<file path="config.mk">
export PLATFORM = sky130hd
export DESIGN_NAME = hex_stable_sampler
export DESIGN_NICKNAME = d
export VERILOG_FILES = /design/src/rtl/hex_stable_sampler.sv
export SDC_FILE = /design/constraint.sdc
export NUM_CORES = 1
export LEC_CHECK = 0
export ABC_AREA = 1
export CAP_MARGIN = 10
export CORE_ASPECT_RATIO = 1.25
export CORE_UTILIZATION = 50
export DETAILED_ROUTE_END_ITERATION = 8
export PLACE_DENSITY = 0.79
export SETUP_SLACK_MARGIN = 0.05
export SLEW_MARGIN = 10
export SYNTH_ARGS = -nofsm -noshare
export SYNTH_HDL_FRONTEND = slang
export SYNTH_SLANG_ARGS = --single-unit
export TNS_END_PERCENT = 20
</file>
<file path="constraint.sdc">
create_clock -name clk -period 1.87 [get_ports clk]
set_input_delay 0.374 -clock clk [delete_from_list [all_inputs] [get_ports clk]]
set_output_delay 0.374 -clock clk [all_outputs]
set_load 0.005 [all_outputs]
</file>
<file path="src/rtl/hex_stable_sampler.sv">
// Synchronises an asynchronous parallel bus and accepts it as a snapshot once
// it has held still long enough.
//   clk, rst_n   : clock, asynchronous active-low reset
//   bus_in       : raw asynchronous bus
//   snap         : last accepted snapshot (resets to RST_VAL)
//   snap_valid   : one-cycle pulse when snap takes a new value
module hex_stable_sampler #(
    parameter int           W             = 52,
    parameter int           STABLE_CYCLES = 8,
    parameter int           SYNC_STAGES   = 2,
    parameter logic [W-1:0] RST_VAL       = '0
) (
    input  logic         clk,
    input  logic         rst_n,
    input  logic [W-1:0] bus_in,
    output logic [W-1:0] snap,
    output logic         snap_valid
);

    localparam logic [7:0] STABLE = 8'(STABLE_CYCLES);

    logic [SYNC_STAGES-1:0][W-1:0] sync_q;
    logic [W-1:0]                  prev_q;
    logic [7:0]                    cnt_q;
    logic [W-1:0]                  sync_bus;
    logic                          accept;

    assign sync_bus = sync_q[SYNC_STAGES-1];
    // The equality term keeps a change landing on a saturated counter from
    // being accepted before it has itself been stable.
    assign accept   = (cnt_q == STABLE) && (sync_bus == prev_q) && (sync_bus != snap);

    always_ff @(posedge clk or negedge rst_n) begin
        if (!rst_n) begin
            sync_q     <= {SYNC_STAGES{RST_VAL}};
            prev_q     <= RST_VAL;
            cnt_q      <= '0;
            snap       <= RST_VAL;
            snap_valid <= 1'b0;
        end else begin
            sync_q     <= {sync_q[SYNC_STAGES-2:0], bus_in};
            prev_q     <= sync_bus;
            snap_valid <= accept;
            if (sync_bus != prev_q)
                cnt_q <= '0;
            else if (cnt_q != STABLE)
                cnt_q <= cnt_q + 8'd1;
            if (accept)
                snap <= sync_bus;
        end
    end

endmodule

</file>
* Word level (Yosys, flattened, before mapping)
Index checks and enable logic that the tools add are counted.
** Word-level totals
- Bits in registers :: 217
- Bits of input ports :: 54
- Output and inout port bits :: 53
- Logic and storage cells :: 17
** Cells by class
- Reductions and logical operators :: 3
- Multiplexer cells :: 2
- Add/subtract/negate cells :: 1
- Eq/ne operators :: 5
** Operators with widths (count)
- 52-bit inequality test :: 2
- 52-bit == test :: 1
- 8-bit 2-to-1 mux :: 2
- 8-bit by 1-bit adder with 8-bit output, second input constant :: 1
- 8-bit by 4-bit == test with 1-bit output, second input constant :: 1
- 8-bit by 4-bit inequality test with 1-bit output, second input constant :: 1
- 1-bit logical AND :: 2
- 2-bit nonzero test :: 1

* Logic depth before layout (Yosys ltp)
Gate-level depths: netlist (run 1).
- Word-level depth :: 3
- Gate-level depth with buffers :: 14
- Mapped depth without buffers :: 13

* Worst setup path before layout (run 1)
OpenSTA, ideal clock, no wires.
- Kind :: reg-to-reg
- From :: register sync_q, in the netlist sync_bus[22]
- To :: register snap[9]
- Slack :: 0.292 ns
- Data arrival time :: 1.461 ns
- Library setup time :: 0.117 ns
- Path buffers :: 1
- Stages on the path, launching flop included :: 11
- Required time :: 1.753 ns
- Clock period less this slack :: 1.578 ns
- Cells stage by stage :: dfrtp_1 xor2_1 nor2_1 nand2_1 nor2_1 nand3_2 nor2_4 nand3_4 buf_6 nand2_1 nand2_1
** On the way
- Longest elaborated chain between the ends :: 3
- Elaborated cells on any way between the ends :: 4
- Classes of those cells :: eq/ne (2); reduce/logical (2)
** RTL lines
- from (decl) :: line 22 : logic [SYNC_STAGES-1:0][W-1:0] sync_q;
- from (signal assigned) :: line 35 : sync_q <= {SYNC_STAGES{RST_VAL}};
- from (signal assigned) :: line 41 : sync_q <= {sync_q[SYNC_STAGES-2:0], bus_in};
- 52-bit == test :: line 31 : assign accept = (cnt_q == STABLE) && (sync_bus == prev_q) && (sync_bus != snap);
- 1-bit logical AND :: line 31
- 1-bit logical AND (*) :: line 31
- to (signal assigned) :: line 49 : snap <= sync_bus;
- to (decl) :: line 16 : output logic [W-1:0] snap,
Every way passes the cells marked *; elsewhere a longest branch is shown, timed or not.
A chain may end at the register's enable or synchronous reset.

* Worst setup path in the final report (run 1)
- From :: register sync_q, in the netlist sync_bus[30]
- To :: register snap[35]
Same word-level chain as after synthesis.

==> results of run 1 <==
cells in the final DEF, fill, tap and decap left out, drive strengths merged:
master         synthesis  layout
nand2                332     332
nor3                   2       2
clkdlybuf4s50          0      59
nand4                  3       3
inv                  115     116
nor2                  63      63
clkinv                 0       6
dlygate4sd3            0       1
a21boi                 1       1
buf                   16      46
dlymetal6s2s           0      26
xor2                  18      18
clkbuf                 0      32
and2                   1       1
dfrtp                217     217
bufinv                 0       1
nand3                 60      60
dlygate4sd2            0      20
o21ai                  7       7
clkinvlp               0       1
ha                     2       2
nor4                   1       1
xnor2                 31      31
and3b                  1       1
and3                   3       3
a31oi                  1       1
power groups by stage:
stage	Sequential [mW]	Clock (mW)	Combinational, mW
2_1_floorplan	5.05	0	0.197
3_3_place_gp	5.07	0	0.512
3_5_place_dp	5.08	0	0.522
4_1_cts	4.99	4.37	0.534
5_1_grt	5.02	4.57	0.625
6_report	5.00	4.29	0.556
routing by layer:
metal,part of all wire (%),vias to the layer above,wire length (microns)
met5,0,-,0
met4,4.1,0,761
met3,4.2,51,774
met2,52,163,9620
met1,40,2909,7300
li1,-,2957,-
stage by stage:
step	utilization (%)	worst slack [ns]	setup TNS (ns)	cell area, sq um	power (mW)
6_report	67.9	0.0133	0	11100	9.84
5_1_grt	67.9	-0.100	-3.93	11100	10.2
4_1_cts	65.9	0.0154	0	10700	9.89
3_5_place_dp	61.3	-0.0610	-1.46	9960	5.60
3_3_place_gp	61.3	0.0132	0	9960	5.58
2_1_floorplan	-	0.292	0	8360	5.24
synthesized netlist by cell type:
cell type	count	area (sq um)
a21boi_1	1	7.51
a31oi_1	1	6.26
and2_1	1	6.26
and3_1	3	18.8
and3b_1	1	8.76
buf_2	11	55.1
buf_6	5	56.3
dfrtp_1	217	5430
ha_1	2	25.0
inv_1	106	398
inv_2	9	33.8
nand2_1	332	1250
nand3_1	58	290
nand3_2	1	10.0
nand3_4	1	17.5
nand4_1	3	18.8
nor2_1	60	225
nor2_2	2	12.5
nor2_4	1	11.3
nor3_1	2	10.0
nor4_1	1	6.26
o21ai_0	7	35.0
xnor2_1	31	272
xor2_1	18	158
final cells by class:
| type | instances | area share (%) |
|---|---|---|
| clock buffer | 31 | 5.75 |
| clock inverter | 9 | 0.725 |
| inverter | 115 | 3.91 |
| multi-input combinational | 526 | 23.2 |
| sequential | 217 | 49.3 |
| tap | 216 | 2.45 |
| timing repair buffer | 153 | 14.7 |
registers in the layout, summed over array words and instances (netlist names):
signal and cells:
snap_valid 1, cnt_q 8, sync_q 52, snap 52, sync_bus 52, prev_q 52
path summary, 6_finish.rpt:
check,from,slack (ns),end
setup / recovery,sync_bus[30],0.01,snap[35]
hold / removal,bus_in[50],0.31,sync_q[50]
setup reg to reg,sync_bus[30],0.01,snap[35]
hold reg to reg,sync_q[17],0.34,sync_bus[17]
max in group asynchronous,rst_n,0.79,sync_bus[12]
min in group asynchronous,rst_n,0.41,sync_bus[49]
critical path, cell delays in order (launching register included):
cell and delay [ns]:
dfrtp_1 0.43, xnor2_1 0.18, nand2_1 0.07, nor2_1 0.16, nand2_1 0.07, nor2_1 0.11
nand2_2 0.09, nor2_4 0.18, nand3_4 0.12, buf_12 0.19, nand2_2 0.07, nand2_1 0.06
cells by family after synthesis:
| logic type | count (synthesis) | share of synthesized area, % |
|---|---|---|
| XOR/XNOR | 49 | 5.13 |
| AND/OR/NAND/NOR | 466 | 22.5 |
| AO/OA/AOI/OAI | 9 | 0.584 |
| adder cells (fa/ha/maj) | 2 | 0.299 |
| buffers and inverters | 131 | 6.50 |
| flip-flops | 217 | 65.0 |
what timing repair did:
action / CTS / global route
setup buffers: 4 / 6
cloned: 0 / 1
gates resized for setup: 31 / 90
hold buffers: 1 / 0
hold endpoints to repair: 52 / 0
endpoints found under the setup margin: 79 / 87
pin swaps: 3 / 6
==> flow_summary.yaml, run 1 <==
flow_run:
  cap_violations: 0
cts:
  cts-buffers-inserted: 22
  clk_latency_ns: 0.50
  h-tree-depth: 1
  clockRootBuffer: "clkbuf_16"
  cts.sinks: 217
  clk_path_buf_depth: 3
  clkTransAtPathRegs_ns: 0.06
  cts_tree: "built"
worst_setup_path:
  crit_path_start_kind: "register"
  critPathMaxFanout: 27
  ff2ff_path_depth: 11
  critical_path_class: "register to register"
  arrival_ns: 2.24
  cp-end-kind: "register"
  required_ns: 2.25
global_route:
  grt_use_total_pct: 22.0
  overflow: 0
  grt_pass1_wl_microns: 29700
  grt_max_degree: 59
  grt_use_met1_pct: 27.1
  top_usage_layer: "met2"
  met2_usage_pct: 38.1
  use_met3_pct: 3.32
  first_global_vias: 6000
  antenna_found_initial: 0
sta:
  tightestPinTransition_ns: 0.486
  maxSlewViolCount: 0
  final-hold-violation-count: 0
  period_minus_slack_ns: 1.86
  rsz0062_at_grt: "yes"
  fmax_ghz: 0.539
  relSlewSlack_pct: 67.6
  finalCritPeriodShare_pct: 99.3
  fin_worst_skew_ns: 0.0108
  whs_ns: 0.310
  setup_viol: 0
die:
  design.core.area_sq_um: 16300
  boundaryPins: 107
  die_h_microns: 147
  start_util_pct: 51.4
  die_x_microns: 118
  num_rows: 52
  die_area_sq_um: 17200
pwr:
  seqPwrFrac_pct: 50.8
  p_sw_mw: 2.17
  swShare_pct: 22.1
  internal_power_mw: 7.67
  clockPowerShare_pct: 43.6
  p_comb_share_pct: 5.6
  powerDensity_nw_per_um2: 890
  p_leak_nw: 5.92
  irDropWorstVdd_uv: 1030
synthesis:
  ys_seq_area_share_pct: 65.0
  synthesis.area_sq_um: 8360
  syn-num-nets: 930
  yosys_warnings: 0
  syn_area_per_cell_sq_um: 9.56
  synth_cell_types: 24
  syn-instance-count: 874
  postSynthRegisterBits: 217
min_path:
  min_delay_path_depth: 1
  hold_class: "primary input to register"
placed_design:
  portBuffers: 106
  dp_cells: 1215
  place_congestion: 0.834
  dpl.hpwl_microns: 12700
cells_and_area:
  multiInputGateArea_sq_um: 2560
  fillCellCount: 1170
  drive_gt1_share_pct: 15.1
  register_area_sq_um: 5450
  area_growth_pct: 32.2
  antenna_cells: 0
  fin_cells: 1267
  layout.nets: 1091
drt:
  vias: 6080
  dr.pass1.iters: 5
  drtAntennaViolNets: 0
  wl_per_cell_microns: 14.6
  drc: 0
  drt_iter0_markers: 299
  via_per_inst: 4.80
  drt-total-wl_microns: 18400
run_status:
  status: "finished, final reports clean"
(Power assumes the default switching activity.)
==> run 2: changes to the inputs <==
--- a/config.mk
+++ b/config.mk
@@ -5,12 +5,12 @@
 export SDC_FILE = /design/constraint.sdc
 export NUM_CORES = 1
 export LEC_CHECK = 0
-export ABC_AREA = 1
+export ABC_AREA = 0
 export CAP_MARGIN = 10
 export CORE_ASPECT_RATIO = 1.25
 export CORE_UTILIZATION = 50
 export DETAILED_ROUTE_END_ITERATION = 8
-export PLACE_DENSITY = 0.79
+export PLACE_DENSITY = 0.8
 export SETUP_SLACK_MARGIN = 0.05
 export SLEW_MARGIN = 10
 export SYNTH_ARGS = -nofsm -noshare
==> flow_summary.yaml, run 2 <==
drt:
  dr_wl_met2_microns: 8850
  wl_per_cell_microns: 18.5
  drc: 0
  met1_length_microns: 6480
  dr.pass1.iters: 4
  drt_iter0_markers: 184
  wl_met3_microns: 602
  drtAntennaViolNets: 0
  vias: 4318
  via_per_inst: 4.90
  drt-total-wl_microns: 16300
  top_layer: "met4"
worst_setup_path:
  crit_path_start_kind: "register"
  critPathMaxFanout: 7
  ff2ff_path_depth: 10
  cp-end-kind: "register"
  arrival_ns: 2.85
  critical_path_class: "register to register"
  required_ns: 2.25
placed_design:
  dpl.hpwl_microns: 10600
  placed_area_sq_um: 9770
  portBuffers: 106
  place_congestion: 0.783
  dp_slack_ns: -0.660
min_path:
  min_delay_path_depth: 1
  hold_class: "primary input to register"
synthesis:
  syn_area_per_cell_sq_um: 17.1
  synth_edf_count: 0
  synth-async-reset-ratio_pct: 100
  synth.largest_area_cell: "dfrtp_1"
  postSynthRegisterBits: 217
  ys_top_cells_by_count: "dfrtp_1 (217), xor2_1 (56), xnor2_1 (55)"
  ys_top_cells_by_area: "dfrtp_1 (71%), mux2_4 (9.8%), xor2_1 (6.4%)"
  syn-instance-count: 447
  synthesis.area_sq_um: 7630
  yosysTopAreaCellShare_pct: 71.2
  ys_seq_area_share_pct: 71.2
  yosys_most_used_dff: "dfrtp_1"
  synth_cell_types: 21
  yosys_warnings: 0
  synth_most_common_cell: "dfrtp_1"
  syn-num-nets: 503
sta:
  period_minus_slack_ns: 2.46
  setup_viol: 60
  final-hold-violation-count: 0
  finalCritPeriodShare_pct: 132
  maxSlewViolCount: 0
  fin_worst_skew_ns: 0.0176
  tightestPinTransition_ns: 0.445
  fmax_ghz: 0.406
  setup_ws_ns: -0.594
  whs_ns: 0.310
  final.setup.tns_ns: -30.07
  relSlewSlack_pct: 70.3
  rsz0062_at_grt: "yes"
cells_and_area:
  most-common-layout-cells: "dfrtp_1 (216), buf_4 (94), xor2_1 (55)"
  final_cell_area_sq_um: 10600
  antenna_cells: 0
  drive_gt1_share_pct: 31.0
  layout.nets: 746
  final_util_pct: 71.0
  area_growth_pct: 39.1
  layout_commonest_cell: "dfrtp_1"
run_status:
  violations: "setup timing"
  status: "complete, but fails checks"
die:
  die_h_microns: 140
  die_area_sq_um: 15800
  num_rows: 50
  design.core.area_sq_um: 15000
  start_util_pct: 51.0
  boundaryPins: 107
  die_x_microns: 112
global_route:
  antenna_found_initial: 0
  overflow: 0
  grt_pass1_wl_microns: 25300
  first_global_vias: 4804
  grt_use_total_pct: 21.0
  grt_max_degree: 56
cts:
  clk_path_buf_depth: 3
  h-tree-depth: 1
  cts-buffers-inserted: 21
  clk_latency_ns: 0.50
  clkTransAtPathRegs_ns: 0.06
  cts.sinks: 217
  cts_tree: "built"
  clockRootBuffer: "clkbuf_16"
pwr:
  internal_power_mw: 7.39
  p_leak_nw: 5.15
  p_sw_mw: 1.97
  p_comb_share_pct: 5.2
  irDropWorstVdd_uv: 678
  clockPowerShare_pct: 41.4
  powerDensity_nw_per_um2: 881
  swShare_pct: 21.0
  seqPwrFrac_pct: 53.3
flow_run:
  cap_violations: 0
[run 2: cell types whose count changed in the layout (fill, tap and decap cells not counted), sizes merged, moves of 32 or more]
cell | previous run | this run
nand3 | 60 | 5
xor2 | 18 | 56
buf | 46 | 117
mux2 | 0 | 52
nor2 | 63 | 8
dlygate4sd2 | 20 | 52
nand2 | 332 | 3
inv | 116 | 3
[run 2: layout make-up]
class / count / area [sq um]
Timing Repair Buffer: 225 / 2080
Fill cell: 935 / 4340
Tap cell: 182 / 228
Clock buffer: 30 / 609
Multi-Input combinational cell: 223 / 2240
Clock inverter: 2 / 13.8
Sequential cell: 217 / 5430
Inverter: 2 / 7.51
[run 2: stage by stage]
step	std cells	total power, mW
floorplan	447	5.19
global placement	836	5.51
detailed placement	836	5.54
CTS	874	9.43
global route	881	9.70
finish	881	9.36
[run 2: final timing paths]
kind | startpoint | to | slack (ns)
min in group asynchronous | rst_n | sync_bus[5] | 0.40
max in group asynchronous | rst_n | sync_bus[33] | 0.84
worst max register to register | sync_bus[45] | snap[20] | -0.59
worst max-delay path | sync_bus[45] | snap[20] | -0.59
worst min register to register | sync_q[28] | sync_bus[28] | 0.34
worst min-delay path | bus_in[20] | sync_q[20] | 0.31
[run 2: critical path, cell delays in order (launching register included)]
cell	delay (ns)
dfrtp_1	0.39
buf_4	0.14
buf_6	0.11
xnor2_2	0.15
nand4_1	0.20
nor4_4	0.30
nand4_4	0.16
nor3b_4	0.25
buf_6	0.19
clkbuf_16	0.18
mux2_4	0.30
[run 2: routing by layer]
metal  GRT usage (%)  up-vias
li1                -     1981
met1            25.6     2211
met2            38.0       97
met3            3.29       29
met4            6.95        0
met5               0        -
[run 2: logic make-up (layout without fill, tap and decap cells)]
kind of cell             count (synthesis)  count (layout)  share of synthesized area [%]
AND/OR/NAND/NOR                         57              57                           4.66
buffers and inverters                    7             259                          0.836
flip-flops                             217             217                           71.2
XOR/XNOR                               111             111                           12.7
adder cells (fa/ha/maj)                  2               2                          0.328
multiplexers                            53              53                           10.3
[run 2: power groups by stage]
stage / Clock [mW] / Combinational, mW / Sequential [mW]
final: 3.88 / 0.489 / 4.99
after global routing: 4.16 / 0.537 / 5.01
after CTS: 3.95 / 0.487 / 4.99
after detailed placement: 0 / 0.465 / 5.07
after global placement: 0 / 0.453 / 5.06
after floorplan: 0 / 0.144 / 5.05
[run 2: timing repair]
action,CTS,global route
hold buffers,1,0
cloned,0,2
setup buffers,5,5
endpoints found under the setup margin,113,61
pin swaps,6,6
endpoints found under the hold margin,50,0
gates resized for setup,73,9
==> run 3: changes to the inputs <==
--- a/config.mk
+++ b/config.mk
@@ -11,7 +11,7 @@
 export CORE_UTILIZATION = 50
 export DETAILED_ROUTE_END_ITERATION = 8
 export PLACE_DENSITY = 0.8
-export SETUP_SLACK_MARGIN = 0.05
+export SETUP_SLACK_MARGIN = 0.15
 export SLEW_MARGIN = 10
 export SYNTH_ARGS = -nofsm -noshare
 export SYNTH_HDL_FRONTEND = slang
==> flow_summary.yaml, run 3 (synthesis gave the netlist of run 2 again) <==
min_path:
  hold_class: "primary input to register"
pwr:
  irDropWorstVdd_uv: 678
  powerDensity_nw_per_um2: 883
  p_sw_mw: 1.98
  p_comb_share_pct: 5.2
  p_leak_nw: 5.16
  swShare_pct: 21.1
  seqPwrFrac_pct: 53.3
  internal_power_mw: 7.38
  clockPowerShare_pct: 41.5
cells_and_area:
  drive_gt1_share_pct: 31.1
  layout.nets: 745
  antenna_cells: 0
  fin_cells: 880
  final_cell_area_sq_um: 10600
  layout_commonest_cell: "dfrtp_1"
  fillCellCount: 930
  most-common-layout-cells: "dfrtp_1 (216), buf_4 (93), xor2_1 (56)"
  area_growth_pct: 39.1
global_route:
  grt_use_total_pct: 21.0
  antenna_found_initial: 0
  grt_pass1_wl_microns: 25400
  overflow: 0
  grt_max_degree: 56
  first_global_vias: 4824
sta:
  setup_ws_ns: -0.695
  fin_worst_skew_ns: 0.0165
  maxSlewViolCount: 0
  relSlewSlack_pct: 70.3
  rsz0062_at_grt: "yes"
  fmax_ghz: 0.390
  setup_viol: 61
  period_minus_slack_ns: 2.57
  tightestPinTransition_ns: 0.446
  final-hold-violation-count: 0
  finalCritPeriodShare_pct: 137
die:
  start_util_pct: 51.0
  design.core.area_sq_um: 15000
  num_rows: 50
  die_h_microns: 140
  boundaryPins: 107
  die_x_microns: 112
  die_area_sq_um: 15800
drt:
  via_per_inst: 4.93
  wl_per_cell_microns: 18.6
  drt-total-wl_microns: 16400
  dr.pass1.iters: 4
  vias: 4338
  drt_iter0_markers: 201
  drc: 0
  drtAntennaViolNets: 0
run_status:
  violations: "setup timing"
  status: "complete, but fails checks"
cts:
  h-tree-depth: 1
  clk_path_buf_depth: 3
  clockRootBuffer: "clkbuf_16"
  cts-buffers-inserted: 21
  cts.sinks: 217
  cts_tree: "built"
  clkTransAtPathRegs_ns: 0.06
  clk_latency_ns: 0.50
worst_setup_path:
  cp-end-kind: "register"
  critPathMaxFanout: 6
  required_ns: 2.24
  critical_path_class: "register to register"
  crit_path_start_kind: "register"
  arrival_ns: 2.93
placed_design:
  dpl.hpwl_microns: 10600
  place_congestion: 0.783
  portBuffers: 106
  placed_area_sq_um: 9770
  dp_cells: 836
flow_run:
  cap_violations: 0
run 3: cell types whose count changed in the layout (fill, tap and decap cells not counted), sizes merged:
cell / change
dlymetal6s2s: +1
clkdlybuf4s50: -1
buf: -1
run 3: timing repair:
| action | 4_1_cts | 5_1_grt |
|---|---|---|
| setup endpoints to repair | 113 | 63 |
| hold buffers | 1 | 0 |
| gates cloned | 0 | 2 |
| endpoints found under the hold margin | 50 | 0 |
| buffers inserted | 5 | 4 |
| resized for setup | 75 | 9 |
| pin swaps | 8 | 5 |
run 3: final timing paths:
kind	startpoint	end	slack [ns]	cells past startpoint
worst max-delay path	sync_bus[2]	snap[45]	-0.70	9
worst min-delay path	bus_in[20]	sync_q[20]	0.31	1
worst max register to register	sync_bus[2]	snap[45]	-0.70	9
worst min register to register	sync_q[28]	sync_bus[28]	0.34	0
max in group asynchronous	rst_n	sync_bus[33]	0.85	3
min in group asynchronous	rst_n	sync_bus[5]	0.40	2
run 3: final cells by class:
cell class / instances / area [sq um] / area share [%]
well taps: 182 / 228 / 2.15
clock buffers: 30 / 609 / 5.74
inverters: 2 / 7.51 / 0.0708
multi-input cells: 223 / 2240 / 21.1
clock inverters: 2 / 13.8 / 0.130
flip-flops and latches: 217 / 5430 / 51.2
repair buffers: 224 / 2080 / 19.6
run 3: layer usage:
metal / track usage [%] / part of all wire, %
met5: 0 / 0
met4: 7.23 / 2.3
met3: 3.33 / 3.8
met2: 38.1 / 55
met1: 25.6 / 39
run 3: worst max-delay path: stages (launching register included):
cell     delay (ns)
dfrtp_1        0.42
xor2_1         0.20
nor4_1         0.43
nand4_1        0.22
nor4_2         0.33
buf_4          0.18
nor3b_4        0.05
buf_6          0.14
buf_12         0.14
mux2_4         0.31
run 3: power groups by stage:
stage,logic [mW],registers (mW),clock network [mW]
2_1_floorplan,0.144,5.05,0
3_3_place_gp,0.453,5.06,0
3_5_place_dp,0.465,5.07,0
4_1_cts,0.488,4.99,3.95
5_1_grt,0.535,5.01,4.16
6_report,0.488,4.99,3.88
run 3: per-stage QoR:
stage / setup TNS (ns) / util (%) / hold WS, ns / power, mW / setup WS, ns
after CTS: -28.71 / 70.1 / 0.299 / 9.43 / -0.596
after global routing: -41.66 / 71.0 / 0.296 / 9.70 / -0.795
after floorplan: -21.78 / - / 0.0784 / 5.19 / -0.425
after detailed placement: -31.90 / 65.3 / 0.333 / 5.54 / -0.660
final: -35.89 / 71.0 / 0.310 / 9.37 / -0.695
after global placement: -27.61 / 65.3 / 0.324 / 5.51 / -0.570
==> variant 1: new RTL, flow settings as in run 2 <==
Reset style: synchronous (`rst_n`), changed in one clocked block. Comments in the files are not updated.
--- a/src/rtl/hex_stable_sampler.sv
+++ b/src/rtl/hex_stable_sampler.sv
@@ -30,7 +30,7 @@
     // being accepted before it has itself been stable.
     assign accept   = (cnt_q == STABLE) && (sync_bus == prev_q) && (sync_bus != snap);
 
-    always_ff @(posedge clk or negedge rst_n) begin
+    always_ff @(posedge clk) begin
         if (!rst_n) begin
             sync_q     <= {SYNC_STAGES{RST_VAL}};
             prev_q     <= RST_VAL;
Check against the original RTL: no difference found for any inputs over 10 cycles, from zero or initial values and one cycle with rst_n low; that may be too few to reach the edited logic, so the function may still have changed.
==> variant 1 against run 2 <==
  * The run still ends with setup timing left
  * Non-clock buffer count is 22 lower
  * Setup slack improved by 0.090 ns
  * Count of clock-buffer cells in the layout did not move
  * Routed wire length increased by 2.3%
  * Hold slack got worse by 0.011 ns
  * Maximum frequency up 3.8%
  * Sequential cell count is the same
  * Synthesized area increased by 0.36%
  * Cell area down 2.0%
  * Sequential share of layout area fell by 9.2 points
  * Power rose by 0.67%
  * Largest cell class unchanged
  * Largest power group unchanged
==> variant 1: results (changes against run 2) <==
synth:
  synthXorXnorAreaFrac: 0.127  # -0.000458
  syn_nets: 790  # +57%
  ys_seq_area_frac: 0.567  # -0.144
  synth-main-ff-cell: "dfxtp_1"
  muxShareOfSynthArea: 0.0680  # -0.0347
  synth_top_cells_by_area: "dfxtp_1 57%, xor2_1 12%, and2_1 8.5%"
  synth-compound-area-share: 0.000654  # +0.000654
  ys_types: 23  # +9.5%
global_routing:
  grt_pass1_vias: 5151  # +7.2%
  grt.total_usage: 0.207  # -0.00277
  grt_pass1_wl_um: 25400  # +0.11%
place:
  dp_hpwl_um: 11700  # +11%
  postPlaceCellArea_sq_mm: 0.00956  # -2.1%
  pre_cts_ws_ns: -0.540  # +0.120 ns
sta:
  setup_viol: 61  # +1.7%
  fin_skew_ns: 0.0115  # -0.00604 ns
  finalWorstSetupSlack_ns: -0.504  # +0.0900 ns
run_status:
  outcome: "finished, violations left"
  violations: "setup timing"
power_and_ir_drop:
  p_leak_nw: 5.24  # +1.9%
  ir_worst_vdd_mv: 0.548  # -19%
final_layout:
  fillCellCount: 1064  # +14%
  drive_above_1_share: 0.176  # -0.135
  final_nets: 987  # +32%
worst_setup_path:
  cp_max_fo: 13  # +6
  cp_slowest_cell: "dfxtp_2"
  cpPeakStageDelay_ns: 0.33  # -0.06 ns
routing:
  drtPass1Iterations: 5  # +1
## variant 1: cell count changes after synthesis, sizes merged, moves of 53 or more
cell   change
and2     +104
nand2    +106
xnor2     -53
dfrtp    -217
xor2      +53
dfxtp    +217
## variant 1: path summary, 6_finish.rpt
check                       to  slack (ns)        from  depth (start not counted)
setup reg to reg      snap[46]       -0.50   prev_q[8]                          9
hold / removal        cnt_q[4]        0.30       rst_n                          3
hold reg to reg   sync_bus[50]        0.43  sync_q[50]                          1
setup / recovery      snap[46]       -0.50   prev_q[8]                          9
## variant 1: metrics by stage
step           instances  hold slack, ns   util
3_3_place_gp        1088           0.415  0.639
5_1_grt             1126           0.318  0.696
6_report            1126           0.298  0.696
3_5_place_dp        1088           0.418  0.639
4_1_cts             1125           0.291  0.688
2_1_floorplan        734           0.412      -
## variant 1: layout make-up
class	instances	area, sq um	share of cell area
Clock buffer	30	609	0.0586
Tap cell	182	228	0.0219
Inverter	54	203	0.0195
Sequential cell	217	4370	0.420
Multi-Input combinational cell	434	3000	0.289
Timing Repair Buffer	203	1930	0.186
Clock inverter	6	57.6	0.00553
## variant 1: power breakdown
part	switching [mW]	internal [mW]	total, mW
combinational	0.242	0.288	0.530
clock	1.66	2.40	4.06
sequential	0.0716	4.76	4.83
## variant 1: per-layer routing
layer | up-vias | part of all wire | global-route usage
li1 | 2688 | - | -
met1 | 2437 | 0.42 | 0.244
met2 | 121 | 0.52 | 0.372
met3 | 36 | 0.037 | 0.0286
met4 | 0 | 0.031 | 0.0898
met5 | - | 0 | 0
## variant 1: kinds of logic (layout without fill, tap and decap cells)
kind of cell | Yosys count | after routing
XOR/XNOR | 111 | 111
multiplexers | 52 | 52
flip-flops | 217 | 217
adder cells (fa/ha/maj) | 2 | 2
AO/OA/AOI/OAI | 1 | 1
buffers and inverters | 83 | 293
AND/OR/NAND/NOR | 268 | 268
## variant 1: tightest hold or removal path: stages
cell and delay (ns):
buf_4 0.21, nand3_4 0.11, nor2_1 0.04
## variant 1: repair_timing
item / 4_1_cts / 5_1_grt
cloned: 0 / 1
setup buffers: 1 / 0
pin swaps: 6 / 6
gates resized for setup: 12 / 33
setup endpoints to repair: 106 / 111
==> variant 2: new RTL, config.mk and constraints of run 2 <==
Made on the original files. The parameter `W` goes from 52 to 26.
--- a/src/rtl/hex_stable_sampler.sv
+++ b/src/rtl/hex_stable_sampler.sv
@@ -5,7 +5,7 @@
 //   snap         : last accepted snapshot (resets to RST_VAL)
 //   snap_valid   : one-cycle pulse when snap takes a new value
 module hex_stable_sampler #(
-    parameter int           W             = 52,
+    parameter int           W             = 26,
     parameter int           STABLE_CYCLES = 8,
     parameter int           SYNC_STAGES   = 2,
     parameter logic [W-1:0] RST_VAL       = '0
Ports: changed (resized bus_in and snap); port bits go from 107 to 55. The function was not compared with the original's and may differ.
==> variant 2 against run 2 <==
  * The run still ends with setup timing left
  * Setup slack improved by 0.29 ns
  * Clock skew decreased by 0.0087 ns
  * Routed wire length fell by 43%
  * Cell area down 43%
  * Power is 35% lower
  * Synthesized area shrank 46%
  * Count of clock-buffer cells in the layout fell by 9
  * Sequential power decreased by 48%
  * Sequential cell count fell by 104
  * Highest routed layer unchanged
==> variant 2: results (changes against run 2) <==
clock_network:
  clk_latency_ns: 0.52  # +0.02 ns
  clkSlewWorstSetupHoldPaths_ns: 0.05
  htree_levels: 4  # +3
  clockBufferDepth: 2  # -1
  cts_buffers: 17  # -19%
  cts-root-buf: "clkbuf_8"
synth:
  synth-compound-area-share: 0.00847  # +0.00847
  ys_types: 28  # +33%
  muxShareOfSynthArea: 0.0889  # -0.0138
  synthXorXnorAreaFrac: 0.123  # -0.00465
  syn_nets: 287  # -43%
  ys_async_sr_fraction: 1.00  # unchanged
  ys_seq_area_frac: 0.683  # -0.0283
  synth_edf_count: 0  # unchanged
  synth_top_cells_by_area: "dfrtp_1 68%, mux2_4 7.3%, xor2_1 6.4%"
  synth_fa_ha_area_frac: 0.00605  # +0.00277
  synthTopCellsByCount: "113 x dfrtp_1, 30 x xor2_1, 28 x xnor2_1, 20 x mux2_4, 13 x nand4_1"
min_path:
  hold_class: "input port to flop"
worst_setup_path:
  cp_slowest_cell: "or3b_4"
  cp_max_fo: 8  # +1
  cpPeakStageDelay_ns: 0.44  # +0.05 ns
  crit_family: "simple AND/OR/NAND/NOR gates"
  cp_data_arrival_time_ns: 2.61  # -0.24 ns
sta:
  finalWorstSetupSlack_ns: -0.301  # +0.293 ns
  setup_viol: 35  # -42%
  slew_headroom: 0.614  # -0.0890
  fin_tns_setup_ns: -9.02  # +21.05 ns
  fin_skew_ns: 0.00887  # -0.00870 ns
final_layout:
  n_antenna_cell: 0  # unchanged
  fillCellCount: 473  # -49%
  drive_above_1_share: 0.385  # +0.0749
  final_nets: 428  # -43%
run_status:
  outcome: "finished, violations left"
  violations: "setup timing"
global_routing:
  grt_pass1_wl_um: 14600  # -42%
  grt_max_degree: 114  # +100%
  grt_pass1_vias: 2811  # -41%
  antenna_found_initial: 0  # unchanged
  grt.total_usage: 0.235  # +0.0248
routing:
  wl_per_cell_um: 18.4  # -0.24%
  drt-initial-drc-count: 138  # -25%
  drtPass1Iterations: 4  # unchanged
  viasPerCell: 5.13  # +4.7%
place:
  gp_congestion: 0.790  # +0.92%
  port-buffer-count: 54  # -49%
  dp_hpwl_um: 5440  # -49%
  pre_cts_ws_ns: -0.308  # +0.352 ns
power_and_ir_drop:
  p_leak_nw: 2.96  # -42%
  ir_worst_vdd_mv: 0.772  # +14%
## variant 2: cell count changes after synthesis, moves of 4 or more
cell / run 2 / this run
mux2_2: 2 / 6
xor2_1: 56 / 30
nor2_2: 0 / 7
xnor2_1: 55 / 28
nor4_1: 15 / 7
nor2_1: 8 / 3
mux2_4: 50 / 20
dfrtp_1: 217 / 113
## variant 2: final cells by class
class	instances	share of cell area
clock buffers	21	0.0760
well taps	95	0.0197
flip-flops and latches	113	0.469
multi-input cells	139	0.232
inverters	2	0.00124
clock inverters	10	0.0222
repair buffers	125	0.180
## variant 2: report_power, final
group | switching (mW) | internal (mW)
combinational | 0.155 | 0.170
sequential | 0.0625 | 2.53
clock | 1.07 | 2.12
total | 1.29 | 4.82
## variant 2: final timing paths
kind                               from      endpoint  slack [ns]  cells after the start
min in group asynchronous         rst_n      snap[10]        0.48                      3
min reg2reg                  sync_q[18]  sync_bus[18]        0.34                      0
max in group asynchronous         rst_n  sync_bus[21]        0.95                      3
max reg2reg                sync_bus[23]      cnt_q[2]       -0.30                      7
max                        sync_bus[23]      cnt_q[2]       -0.30                      7
min                           bus_in[3]     sync_q[3]        0.29                      1
## variant 2: metrics by stage
step           cell area [sq um]  instances  utilization
3_3_place_gp                5280        468        0.666
6_report                    6040        505        0.762
4_1_cts                     5970        503        0.753
3_5_place_dp                5280        468        0.666
5_1_grt                     6040        505        0.762
2_1_floorplan               4140        257            -
## variant 2: repair_timing
action	4_1_cts	5_1_grt
pin swaps	5	4
setup endpoints to repair	61	35
hold buffers	1	0
setup buffers	3	2
resized for setup	44	10
endpoints found under the hold margin	113	0
## variant 2: kinds of logic (layout without fill, tap and decap cells)
group,after synthesis,count (layout)
fa+ha+maj,2,2
buf+inv,5,158
flops,113,113
simple gates,50,50
mux,26,26
compound gates,3,3
xor+xnor,58,58
## variant 2: metal layers
metal  GRT usage  up-vias  routed length, um
met5           0        -                  0
met4       0.166        0                427
met3      0.0781       33                381
met2       0.379       82               4910
met1       0.259     1319               3580
li1            -     1158                  -
